<file path="config.mk">
export PLATFORM = sky130hd
export DESIGN_NAME = pwm_gen
export DESIGN_NICKNAME = d
export VERILOG_FILES = /design/src/rtl/pwm_pkg.sv /design/src/rtl/pwm_deadtime.sv /design/src/rtl/pwm_gen.sv
export SDC_FILE = /design/constraint.sdc
export NUM_CORES = 1
export LEC_CHECK = 0
export CORE_AREA = 4 4 81 83
export CTS_CLUSTER_SIZE = 25
export DETAILED_ROUTE_END_ITERATION = 8
export DIE_AREA = 0 0 85 87
export PLACE_DENSITY = 0.66
export SLEW_MARGIN = 20
export SYNTH_ARGS = -nofsm -noshare
export SYNTH_HDL_FRONTEND = slang
export SYNTH_SLANG_ARGS = --single-unit
</file>
<file path="constraint.sdc">
create_clock -name clk -period 5.2 [get_ports clk]
set_input_delay 1.3 -clock clk [delete_from_list [all_inputs] [get_ports clk]]
set_output_delay 1.3 -clock clk [all_outputs]
set_load 0.005 [all_outputs]
</file>
<file path="src/rtl/pwm_pkg.sv">
// pwm_pkg: shared widths, reset constants and the configuration record used
// for both the pending and the shadow (active) register sets of pwm_gen.
package pwm_pkg;

    localparam int CNT_W   = 8;
    localparam int PRESC_W = 4;
    localparam int DEAD_W  = 4;

    localparam logic [CNT_W-1:0] PWM_RST_PERIOD = '1;
    localparam logic [CNT_W-1:0] PWM_RST_DUTY   = '0;

    typedef struct packed {
        logic               en;
        logic [PRESC_W-1:0] prescale;
        logic [CNT_W-1:0]   period;
        logic [CNT_W-1:0]   duty;
        logic [DEAD_W-1:0]  dead;
    } pwm_cfg_t;

    localparam pwm_cfg_t PWM_CFG_RST = '{
        en:       1'b0,
        prescale: '0,
        period:   PWM_RST_PERIOD,
        duty:     PWM_RST_DUTY,
        dead:     '0
    };

endpackage

</file>
<file path="src/rtl/pwm_deadtime.sv">
// pwm_deadtime: splits the registered raw PWM into a high-side / low-side
// pair with a programmable both-low gap after every raw transition.
// Outputs are decoded from registers only, so with dead_i = 0 both sides
// carry the same latency as the raw signal.
module pwm_deadtime #(
    parameter int DEAD_W = 4
) (
    input  logic              clk,
    input  logic              rst_n,
    input  logic              en_i,
    input  logic              raw_i,
    input  logic [DEAD_W-1:0] dead_i,
    output logic              pwm_o,
    output logic              pwm_n_o
);

    logic              raw_prev_q;
    logic [DEAD_W-1:0] elap_q, elap_d;
    logic [DEAD_W-1:0] elapsed;
    logic              gap_done;

    // Cycles since the last raw edge, saturating once the gap is satisfied.
    always_comb begin
        elapsed  = (raw_i != raw_prev_q) ? '0 : elap_q;
        gap_done = (elapsed >= dead_i);
        elap_d   = gap_done ? elapsed : elapsed + DEAD_W'(1);
        pwm_o    = en_i && raw_i && gap_done;
        pwm_n_o  = en_i && !raw_i && gap_done;
    end

    // Edge-detect history and gap counter.
    always_ff @(posedge clk or negedge rst_n) begin
        if (!rst_n) begin
            raw_prev_q <= 1'b0;
            elap_q     <= '0;
        end else begin
            raw_prev_q <= raw_i;
            elap_q     <= elap_d;
        end
    end

endmodule

</file>
<file path="src/rtl/pwm_gen.sv">
// pwm_gen: double-buffered PWM generator. Writes land in a pending set and
// move to the active set only at a period boundary (or immediately while
// disabled), so a running waveform never glitches mid-period.
// Optional macro PWM_DEADTIME_EN adds cfg_dead / pwm_n_o and a complementary
// output pair with dead time. The width parameters must equal the pwm_pkg
// defaults because the configuration record is sized from the package.
module pwm_gen #(
    parameter int CNT_W   = pwm_pkg::CNT_W,
    parameter int PRESC_W = pwm_pkg::PRESC_W,
    parameter int DEAD_W  = pwm_pkg::DEAD_W
) (
    input  logic               clk,
    input  logic               rst_n,
    input  logic               cfg_en,
    input  logic [PRESC_W-1:0] cfg_prescale,
    input  logic [CNT_W-1:0]   cfg_period,
    input  logic [CNT_W-1:0]   cfg_duty,
`ifdef PWM_DEADTIME_EN
    input  logic [DEAD_W-1:0]  cfg_dead,
    output logic               pwm_n_o,
`endif
    input  logic               cfg_wr,
    output logic               pwm_o,
    output logic               cycle_end_o,
    output logic               upd_pend_o
);

    import pwm_pkg::*;

    pwm_cfg_t           pend_q, pend_d;
    pwm_cfg_t           shad_q, shad_d;
    logic               upd_pend_q, upd_pend_d;
    logic [PRESC_W-1:0] presc_cnt_q, presc_cnt_d;
    logic [CNT_W-1:0]   cnt_q, cnt_d;
    logic               pwm_raw_q, pwm_raw_d;
    logic               tick, wrap, load;

    assign tick = shad_q.en && (presc_cnt_q == shad_q.prescale);
    assign wrap = tick && (cnt_q == shad_q.period);
    // While running, only a period boundary may change the active set.
    assign load = upd_pend_q && (!shad_q.en || wrap);

    // Next-state: config buffering, prescaler, period counter, raw output.
    always_comb begin
        pend_d      = pend_q;
        shad_d      = shad_q;
        upd_pend_d  = upd_pend_q;
        presc_cnt_d = presc_cnt_q;
        cnt_d       = cnt_q;

        // Load takes the old pending values; a coincident write refills pending.
        if (load) begin
            shad_d     = pend_q;
            upd_pend_d = 1'b0;
        end
        if (cfg_wr) begin
            pend_d.en       = cfg_en;
            pend_d.prescale = cfg_prescale;
            pend_d.period   = cfg_period;
            pend_d.duty     = cfg_duty;
`ifdef PWM_DEADTIME_EN
            pend_d.dead     = cfg_dead;
`else
            pend_d.dead     = '0;
`endif
            upd_pend_d      = 1'b1;
        end

        if (!shad_q.en) begin
            presc_cnt_d = '0;
            cnt_d       = '0;
        end else if (tick) begin
            presc_cnt_d = '0;
            cnt_d       = wrap ? '0 : cnt_q + CNT_W'(1);
        end else begin
            presc_cnt_d = presc_cnt_q + PRESC_W'(1);
        end

        pwm_raw_d = shad_q.en && (cnt_q < shad_q.duty);
    end

    // State registers.
    always_ff @(posedge clk or negedge rst_n) begin
        if (!rst_n) begin
            pend_q      <= PWM_CFG_RST;
            shad_q      <= PWM_CFG_RST;
            upd_pend_q  <= 1'b0;
            presc_cnt_q <= '0;
            cnt_q       <= '0;
            pwm_raw_q   <= 1'b0;
        end else begin
            pend_q      <= pend_d;
            shad_q      <= shad_d;
            upd_pend_q  <= upd_pend_d;
            presc_cnt_q <= presc_cnt_d;
            cnt_q       <= cnt_d;
            pwm_raw_q   <= pwm_raw_d;
        end
    end

    assign cycle_end_o = wrap;
    assign upd_pend_o  = upd_pend_q;

`ifdef PWM_DEADTIME_EN
    logic en_dly_q;

    // Enable delayed by one clk so it lines up with the registered raw PWM.
    always_ff @(posedge clk or negedge rst_n) begin
        if (!rst_n) en_dly_q <= 1'b0;
        else        en_dly_q <= shad_q.en;
    end

    pwm_deadtime #(
        .DEAD_W (DEAD_W)
    ) u_deadtime (
        .clk     (clk),
        .rst_n   (rst_n),
        .en_i    (en_dly_q),
        .raw_i   (pwm_raw_q),
        .dead_i  (shad_q.dead),
        .pwm_o   (pwm_o),
        .pwm_n_o (pwm_n_o)
    );
`else
    logic [DEAD_W-1:0] unused_dead;
    assign unused_dead = shad_q.dead;
    assign pwm_o       = pwm_raw_q;
`endif

endmodule

</file>
==> impl_metrics.tcl <==
set metrics [dict create \
    grt_max_degree 38 \
    slew_viol_final 0 \
    status "finished clean" \
    max_freq_ghz 0.287 \
    skew_ns 0.00431 \
    clkPwrFrac_pct 17.6 \
    numClockSinks 56 \
    synth-warning-count 0 \
    fin_setup_tns_ns 0 \
    vdd_drop_max_v 0.000199 \
    cts_hold_buf 0 \
    die_w_um 85 \
    antenna_found_initial 0 \
    crit_type "register to primary output" \
    cts_tree "yes" \
    synth.avg_cell_area_um2 13.9 \
    cts_buffer_depth 2 \
    antenna_cells 0 \
    rsz0062_at_grt "false" \
    cts.clk_slew.worst_paths_ns 0.09 \
    synth_area_leaders "dfrtp_1, dfstp_2, mux2_4" \
    crit_cells 4 \
    cp_max_fo 8 \
    final_layout_size_suffix_gt1_share_pct 31.8 \
    dpl.cell_count 287 \
    start_util_pct 44.6 \
    h-tree-depth 2 \
    syn_inst 188 \
    port_buffers 26 \
    cts_root_buf "clkbuf_8" \
    maxCapViolCount 0 \
    overflow 0 \
    final_common_cell "dfrtp_1" \
    seqPwrFrac_pct 50.9 \
    required_ns 3.90 \
    yosys.area.top_type "dfrtp_1" \
    initialDrtViolationCount 48 \
    clock_latency_ns 0.30 \
    hold_path.class "register to register" \
    syn2layout_area_growth_pct 16.4 \
    slowest_delay_ns 0.56 \
    grt_pass1_vias 1485 \
    cts_resized 0 \
    power.density_mw_per_mm2 447 \
    drt-total-wl_mm 4.02 \
    yosysTopAreaCellShare_pct 38.4 \
    place_congestion 0.743 \
    hold_depth 1 \
    hpwl_mm 2.94 \
    dieArea_mm2 0.00740 \
    ys_seq_elements 56 \
    path_cells "xnor2_1 > nand4_2 > nor4_1 > clkdlybuf4s50_1" \
    num_io_pins 27 \
    swShare_pct 29.4 \
    post_cts_buffers 0 \
    worstPathArrival_ns 2.18 \
    reg2regPathDepth 6 \
    comb_power_share_pct 31.5 \
    path_delay_family "simple AND/OR/NAND/NOR gates" \
    p_int_uw 958 \
    cts_inserted_buffers 5 \
    via_per_inst 4.96 \
    grtUsageTotal_pct 12.1 \
    startpoint_type "register" \
    rows 28 \
    critPathBufInv 1 \
    slew_headroom_pct 31.7 \
    instances_no_fill 295 \
    p_leak_uw 0.00137 \
    coreArea_mm2 0.00585 \
    end_kind "primary output" \
    layout_common_cells "dfrtp_1, clkdlybuf4s50_1, mux2_2, mux2_4, dfstp_2" \
    yosysUniqueCellTypes 30 \
    slowest_stage "clkdlybuf4s50_1" \
    tightest_slew_ns 1.02 \
    num_vias 1462 \
    period_share_pct 66.9 \
    grt_first_pass_wirelength_mm 7.02 \
    syn_area_mm2 0.00261 \
    drcViolationCount 0 \
    period_needed_ns 3.48 \
    post_drt_wl_per_cell_um 13.6 \
    setup_viol 0 \
    firstDrtPassIters 3 \
    ys_seq_area_share_pct 54.5 \
    switchingPower_uw 398 \
    chipHeight_um 87 \
    synth_fp_nets 221 \
    finalHoldViolCount 0 \
    ant_nets 0 \
    final_nets 252 \
]
logic make-up (layout without fill, tap and decap cells):
family	Yosys count	count (layout)	synth area share (%)
adder cells (fa/ha/maj)	9	9	4.31
XOR/XNOR	19	19	6.38
AND/OR/NAND/NOR	35	35	7.77
flip-flops	56	56	54.5
multiplexers	41	41	20.6
buffers and inverters	13	45	2.44
AO/OA/AOI/OAI	15	15	4.08
final timing paths:
check	start	to	slack (ns)
setup / recovery	presc_cnt_q[0]$_DFF_PN0_	cycle_end_o	1.72
setup reg to reg	presc_cnt_q[0]$_DFF_PN0_	shad_q[7]$_DFFE_PN0P_	2.78
max in group asynchronous	rst_n	shad_q[15]$_DFFE_PN1P_	3.46
min in group asynchronous	rst_n	pend_q[11]$_DFFE_PN0P_	0.92
hold / removal	pend_q[24]$_DFFE_PN0P_	shad_q[24]$_DFFE_PN0P_	0.50
hold reg to reg	pend_q[24]$_DFFE_PN0P_	shad_q[24]$_DFFE_PN0P_	0.50
cells in the mapped netlist:
| cell type | instances |
|---|---|
| a41o_1 | 1 |
| and2_1 | 1 |
| nand2_1 | 5 |
| nand3_1 | 4 |
| nor4_4 | 1 |
| xnor2_1 | 14 |
| nand2b_1 | 2 |
| o21ai_2 | 1 |
| dfstp_2 | 16 |
| ha_1 | 9 |
| buf_1 | 2 |
| or3_1 | 1 |
| xor2_1 | 5 |
| nor4_1 | 1 |
| a21oi_1 | 4 |
| mux2_4 | 20 |
| dfrtp_1 | 40 |
| nand4_2 | 1 |
| a211oi_1 | 1 |
| and3_1 | 2 |
| nor3b_1 | 2 |
| nor2_1 | 9 |
| o31ai_1 | 1 |
| nand4_1 | 6 |
| o21ai_0 | 1 |
| a21o_1 | 5 |
| inv_1 | 9 |
| buf_6 | 2 |
| o211a_1 | 1 |
| mux2_2 | 21 |
sequential cells by signal (all words and copies together), names as in the netlist:
| signal | cells |
|---|---|
| pend_q | 21 |
| presc_cnt_q | 4 |
| pwm_o | 1 |
| shad_q | 21 |
| cnt_q | 8 |
| upd_pend_o | 1 |
power groups by stage:
stage	Combinational, uW	Clock, uW	Sequential, uW
after floorplan	360	0	670
after global placement	427	0	697
after detailed placement	432	0	701
after CTS	435	251	692
after global routing	485	274	710
final	427	239	690
final cells by class:
| type | count | area [um^2] |
|---|---|---|
| sequential | 56 | 1420 |
| clock inverter | 1 | 7.51 |
| tap | 75 | 93.8 |
| inverter | 9 | 33.8 |
| fill | 518 | 2810 |
| clock buffer | 7 | 86.3 |
| timing repair buffer | 28 | 270 |
| multi-input combinational | 119 | 1120 |
routing by layer:
layer / track usage (%) / up-vias / share of wire, %
met3: 3.03 / 6 / 3.4
met1: 15.7 / 710 / 48
met5: 0 / - / 0
met4: 5.61 / 0 / 2.2
met2: 19.1 / 20 / 46
li1: - / 726 / -
stage by stage:
stage	utilization, %	power, uW	area (um^2)	hold slack, ns	setup slack (ns)
floorplan	-	1030	2610	0.449	2.71
global placement	50.3	1120	2940	0.484	2.04
detailed placement	50.3	1130	2940	0.477	2.04
CTS	51.9	1380	3040	0.506	1.68
global route	51.9	1470	3040	0.538	1.56
finish	51.9	1360	3040	0.502	1.72
Note: power is estimated with default switching activity, not from simulation.
